===== config.mk =====
export PLATFORM = sky130hd
export DESIGN_NAME = alu_share_seq
export DESIGN_NICKNAME = d
export VERILOG_FILES = /design/src/rtl/alu_share_seq.sv
export SDC_FILE = /design/constraint.sdc
export NUM_CORES = 1
export LEC_CHECK = 0
export CORE_ASPECT_RATIO = 0.9
export CORE_MARGIN = 2
export CORE_UTILIZATION = 25
export DETAILED_ROUTE_END_ITERATION = 12
export SLEW_MARGIN = 20
export SYNTH_ARGS = -nofsm -noshare
export SYNTH_HDL_FRONTEND = slang
export SYNTH_SLANG_ARGS = --single-unit

===== constraint.sdc =====
create_clock -name clk -period 2.2 [get_ports clk]
set_clock_uncertainty 0.1 [all_clocks]
set_input_delay 0.44 -clock clk [delete_from_list [all_inputs] [get_ports clk]]
set_output_delay 0.44 -clock clk [all_outputs]
set_load 0.05 [all_outputs]

===== src/rtl/alu_share_seq.sv =====
// alu_share_seq: two-requester round-robin sequencer driving one shared 4-bit ALU.
// Latency: response valid 2 cycles after accept (narrow), 3 cycles (wide).
// Backpressure: response held in RESP until rsp_ready; no new accept until back in IDLE.
//
// Ports: clk/rst_n (async active-low); req0_*/req1_* valid/ready operation requests
// (op, wide, 8-bit a/b, cin); alu_* drive to / result from the external ALU;
// rsp_* registered response (id, 8-bit data, final carry) with valid/ready.
module alu_share_seq #(
  parameter logic PRIO_INIT = 1'b0
) (
  input  logic       clk,
  input  logic       rst_n,
  input  logic       req0_valid,
  output logic       req0_ready,
  input  logic [2:0] req0_op,
  input  logic       req0_wide,
  input  logic [7:0] req0_a,
  input  logic [7:0] req0_b,
  input  logic       req0_cin,
  input  logic       req1_valid,
  output logic       req1_ready,
  input  logic [2:0] req1_op,
  input  logic       req1_wide,
  input  logic [7:0] req1_a,
  input  logic [7:0] req1_b,
  input  logic       req1_cin,
  output logic [3:0] alu_a,
  output logic [3:0] alu_b,
  output logic       alu_c,
  output logic [2:0] alu_s,
  input  logic [3:0] alu_o,
  input  logic       alu_cout,
  output logic       rsp_valid,
  input  logic       rsp_ready,
  output logic       rsp_id,
  output logic [7:0] rsp_data,
  output logic       rsp_cout
);

  localparam logic [1:0] S_IDLE = 2'd0;
  localparam logic [1:0] S_LO   = 2'd1;
  localparam logic [1:0] S_HI   = 2'd2;
  localparam logic [1:0] S_RESP = 2'd3;

  localparam logic [2:0] OP_ADD  = 3'd1;
  localparam logic [2:0] OP_ROT  = 3'd5;
  localparam logic [2:0] OP_ZERO = 3'd6;

  logic [1:0] r_state;
  logic       r_prio;
  logic       r_id;
  logic [2:0] r_op;
  logic       r_wide;
  logic [7:0] r_a;
  logic [7:0] r_b;
  logic       r_cin;
  logic [7:0] r_res;
  logic       r_carry;

  logic w_idle;
  logic w_gnt1;
  logic w_chain;

  // Ready is masked while reset is held so no handshake can be seen during reset.
  assign w_idle     = rst_n & (r_state == S_IDLE);
  // Requester 1 wins when it is the only one asking or when it holds priority.
  assign w_gnt1     = req1_valid & (~req0_valid | r_prio);
  assign req1_ready = w_idle & w_gnt1;
  assign req0_ready = w_idle & req0_valid & ~w_gnt1;

  // Add and rotate carry the LO-pass carry-out into the HI pass.
  assign w_chain = (r_op == OP_ADD) | (r_op == OP_ROT);

  // ALU drive depends only on registered state, never on request inputs.
  always_comb begin
    alu_a = 4'h0;
    alu_b = 4'h0;
    alu_c = 1'b0;
    alu_s = OP_ZERO;
    case (r_state)
      S_LO: begin
        alu_a = r_a[3:0];
        alu_b = r_b[3:0];
        alu_c = r_cin;
        alu_s = r_op;
      end
      S_HI: begin
        alu_a = r_a[7:4];
        alu_b = r_b[7:4];
        alu_c = w_chain ? r_carry : r_cin;
        alu_s = r_op;
      end
      default: ;
    endcase
  end

  assign rsp_valid = (r_state == S_RESP);
  assign rsp_id    = r_id;
  assign rsp_data  = r_res;
  assign rsp_cout  = r_carry;

  always_ff @(posedge clk or negedge rst_n) begin
    if (!rst_n) begin
      r_state <= S_IDLE;
      r_prio  <= PRIO_INIT;
      r_id    <= 1'b0;
      r_op    <= 3'd0;
      r_wide  <= 1'b0;
      r_a     <= 8'h00;
      r_b     <= 8'h00;
      r_cin   <= 1'b0;
      r_res   <= 8'h00;
      r_carry <= 1'b0;
    end else begin
      case (r_state)
        S_IDLE: begin
          if (req0_ready) begin
            r_id    <= 1'b0;
            r_op    <= req0_op;
            r_wide  <= req0_wide;
            r_a     <= req0_a;
            r_b     <= req0_b;
            r_cin   <= req0_cin;
            r_state <= S_LO;
          end else if (req1_ready) begin
            r_id    <= 1'b1;
            r_op    <= req1_op;
            r_wide  <= req1_wide;
            r_a     <= req1_a;
            r_b     <= req1_b;
            r_cin   <= req1_cin;
            r_state <= S_LO;
          end
        end
        S_LO: begin
          r_res[3:0] <= alu_o;
          r_carry    <= alu_cout;
          if (r_wide) begin
            r_state <= S_HI;
          end else begin
            r_res[7:4] <= 4'h0;
            r_state    <= S_RESP;
          end
        end
        S_HI: begin
          r_res[7:4] <= alu_o;
          r_carry    <= alu_cout;
          r_state    <= S_RESP;
        end
        S_RESP: begin
          if (rsp_ready) begin
            // The requester just served loses priority for the next contest.
            r_prio  <= ~r_id;
            r_state <= S_IDLE;
          end
        end
        default: r_state <= S_IDLE;
      endcase
    end
  end

endmodule


# Word-level counts from Yosys, hierarchy flattened
# Cells that the tools add are included.
# word_totals
inputBits	52
word_cells	61
output_inout_bits	25
regBits	34
# op_classes
muxes	24
n_reduce_logical	8
eq_ne	8
bitwise_logic	10
# op_table
cell	n
$mux W8	4
$pmux W4 S2	3
$mux W3	3
$mux W1	8
$pmux W2 S4	1
$reduce_and A2 Y1	4
$mux W2	3
$and A1 B1 Y1	5
$eq A2 B2 Y1 const B	2
$mux W4	1
$reduce_bool A2 Y1	2
$eq A3 B1 Y1 const B	1
$eq A3 B3 Y1 const B	1
$ne A3 B3 Y1 const B	1
$not A1 Y1	3
$eq A2 B1 Y1 const B	1
$logic_not A2 Y1	1
$ne A2 B1 Y1 const B	1
$ne A2 B2 Y1 const B	1
$or A1 B1 Y1	2
$pmux W1 S2	1
$reduce_or A2 Y1	1

# Longest topological paths before layout
# depth
ltp_word	7
depth_mapped	6
ltp_nobuf	5

# Worst setup path after synthesis
# OpenSTA, ideal clock, no wires.
# synth_timing
kind	flip-flop to output port
startpoint	register r_state[0]
endpoint	output port alu_c
slack_ns	-0.286
arrival_ns	1.946
n_path_buf	1
stages_incl_launch_ff	6
required_ns	1.660
path_cell_list	dfrtp_1 -> inv_1 -> ha_1 -> clkbuf_1 -> nand4b_1 -> a31oi_1
# synth_via
elab_chain_len	2
word_cells_on_any_way	3
classes_between	eq/ne (2); mux (1)
# synth_lines
element	line_no	source
start: declaration	49	logic [1:0] r_state;
start signal: assignment	104	r_state <= S_IDLE;
start signal: assignment	124	r_state <= S_LO;
start signal: assignment	132	r_state <= S_LO;
$eq A2 B2 Y1 / $eq A2 B1 Y1 (equally long branches)	80	case (r_state)
$pmux W1 S2 (*)	80	
end: declaration	29	output logic alu_c,
# Mark *: on every way between the ends. The rest lies on a longest branch, timed or not.

# Final worst setup path
# layout_timing
startpoint	input port req1_valid
endpoint	output port req1_ready
# layout_via
elab_chain_len	2
# layout_lines
element	line_no	source
start: declaration	20	input logic req1_valid,
$and A1 B1 Y1	67	assign w_gnt1 = req1_valid & (~req0_valid | r_prio);
$and A1 B1 Y1	68	assign req1_ready = w_idle & w_gnt1;
end: declaration	21	output logic req1_ready,
# No other way between the ends.

==> results.cfg <==
[logic_synthesis]
yosysWarnings = 0
syn_avg_cell_area_um2 = 11.7
ys_seq_area_share_pct = 50.2
synthDistinctLibCells = 31
syn-cell-area_um2 = 1690
synth_top_area_share_pct = 50.2
async_reset_ff_share_pct = 100
yosys_most_used_dff = dfrtp_1
synth_top_area_cell = dfrtp_1
ys_ff_latch = 34
synth.area.top_cells = dfrtp_1 (50%), a221o_1 (12%), and2_1 (8.5%)
synth-edff-count = 0
syn_nets = 201
synthCells = 145

[sta]
fin_ws_ps = 55.1
worst_pin_slew_ps = 735
finalSetupViolations = 0
rsz0062_at_grt = true
fin_crit_ps = 2140
finalMaxSlewViolations = 0
hold_viol = 0
period_share_pct = 97.5
fmax_ghz = 0.466
slew_headroom_pct = 50.8

[clock_network]
clk_pin_slew_worst_paths_ps = 70
cts_sinks = 34
cts_buffer_depth = 2
clock-root-buffer = clkbuf_8
clk_latency_ps = 280
cts_buffers = 5
h-tree-depth = 2
cts_tree = done

[cells_and_area]
regArea_um2 = 851
multiInputGateArea_um2 = 862
area_growth_pct = 75.3
n_fill_cell = 639
drive_above_1_share_pct = 27.8
diodes = 0
final_net_count = 294
final_area_um2 = 2970

[floorplan]
rows = 28
coreArea_um2 = 6550
die-area_um2 = 7450
die_w_um = 90.8
dieHeight_um = 82.1
io_pins = 77
start_util_pct = 25.9

[job]
maxCapViolations = 0

[setup_path]
timing.rr.end = r_a[2]
rrSetupSlack_ps = 320
worstPathArrival_ps = 1600
path_class = in2out
cp_slowest_cell = clkdlybuf4s50_1
r2r_cells = 5
cp.required_ps = 1660
crit_fanout = 10
path_cells = clkdlybuf4s50_1, o2111a_2, buf_12
reg2reg_from = r_state[1]
end_kind = primary output
cpPeakStageDelay_ps = 580
startpoint_type = input pin

[detailed_routing]
drtIter0Drc = 39
firstDrtPassIters = 4
wl_mm = 5.10
ant_nets = 0
drt-vias-per-instance = 4.66
vias = 1523
drc = 0
wl_per_cell_um = 15.6

[grt]
grt_overflow = 0
antenna_found_initial = 0
grt_max_degree = 27
grt_pass1_wl_mm = 7.98
grt_pass1_vias = 1587
track_usage_pct = 13.8

[pwr]
p_leak_nw = 1.23
powerDensity_nw_per_um2 = 1580
peakVddDrop_v = 0.000538

[place]
gp_congestion = 0.733
port_buffers = 76
placed_area_um2 = 2740
dpl.hpwl_mm = 3.75
pre_cts_ws_ps = 33.8

[run_status]
status = finished clean

[hold_path]
hp-class = in2async
## synth_stat cells (2+ instances only)
| cell | n |
|---|---|
| a31oi_1 | 2 |
| clkbuf_1 | 2 |
| nand2_1 | 2 |
| ha_1 | 4 |
| nand3_1 | 2 |
| nand2b_1 | 3 |
| and2_1 | 23 |
| mux2_2 | 5 |
| nor2_1 | 9 |
| inv_1 | 4 |
| a21oi_1 | 2 |
| a221o_1 | 20 |
| a22o_1 | 4 |
| o21ai_0 | 2 |
| buf_6 | 4 |
| dfrtp_1 | 34 |
| a22oi_1 | 8 |
| buf_4 | 2 |
## worst max-delay path by stage
stage	start	endpoint	slack [ps]	cells past startpoint
2_1_floorplan	r_state[1]	alu_b[2]	-120	6
3_3_place_gp	req0_valid	r_a[2]	60	4
3_5_place_dp	req1_valid	r_a[2]	30	4
4_1_cts	r_state[1]	alu_c	-30	5
5_1_grt	r_state[0]	alu_c	-30	6
6_report	req1_valid	req1_ready	60	3
## registers in the layout, summed over array words and instances (netlist names)
name,cells
r_state,2
r_op,3
r_b,8
r_wide,1
rsp_id,1
r_cin,1
rsp_data,8
r_a,8
rsp_cout,1
r_prio,1
## cell type report
type                            count  area share (%)
Clock buffer                        6            2.78
Timing Repair Buffer               95            35.1
Inverter                            5           0.632
Multi-Input combinational cell     97            29.0
Sequential cell                    34            28.6
Tap cell                           90            3.79
## cells in the final DEF, fill, tap and decap left out, drive strengths merged
cell type	netlist	final
ha	4	4
a21o	1	1
nand4b	1	1
nor2b	1	1
a221o	21	21
nor2	9	9
buf	7	35
nand3	2	2
o2111a	1	1
a22o	4	4
nand2	2	2
o22a	1	1
and2	23	23
inv	4	5
dfrtp	34	34
a211oi	1	1
a31oi	2	2
mux2	5	5
a211o	1	1
a21oi	3	3
a22oi	8	8
clkdlybuf4s50	0	60
clkbuf	2	6
o21ai	2	2
mux2i	1	1
nand2b	3	3
o211ai	1	1
## worst max-delay path: cells and delay by family
family / cells / cell delay [ps]
compound gates: 1 / 400
buf+inv: 2 / 760
## layer usage
layer	wire length (um)	vias to the layer above	GRT usage, %
met4	66	0	4.09
met5	0	-	0
met3	250	5	3.72
met1	2370	733	18.5
met2	2410	51	22.1
li1	-	734	-
## where the power goes
part | switching, mW | total (mW) | internal (mW)
sequential | 0.176 | 1.09 | 0.916
clock | 0.215 | 0.456 | 0.241
combinational | 1.67 | 3.14 | 1.47
total | 2.06 | 4.69 | 2.63
## kinds of logic (layout without fill, tap and decap cells)
family                     count (synthesis)  after routing  share of synthesized area [%]
AOI/OAI and AO/OA                         46             46                           24.0
adders and majority gates                  4              4                           2.95
buffers and inverters                     14            106                           5.39
DFF                                       34             34                           50.2
muxes                                      6              6                           3.91
and+or+nand+nor                           41             41                           13.5
## through the flow
step	instances	hold WS [ps]	total power, mW	utilization, %	TNS [ps]
final	327	60.7	4.69	45.3	0
after global routing	327	53.8	4.97	45.3	-37.5
after CTS	323	50.4	4.54	43.9	-34.8
after detailed placement	314	355	3.94	41.8	0
after global placement	314	360	3.91	41.8	0
after floorplan	145	44.4	2.75	-	-397
## timing repair
item,4_1_cts,5_1_grt
setup buffers,3,4
setup endpoints to repair,11,10
resized for setup,8,14
pin swaps,1,4
endpoints found under the hold margin,0,0
hold buffers,0,0
Power figures use the tool's default switching activity.
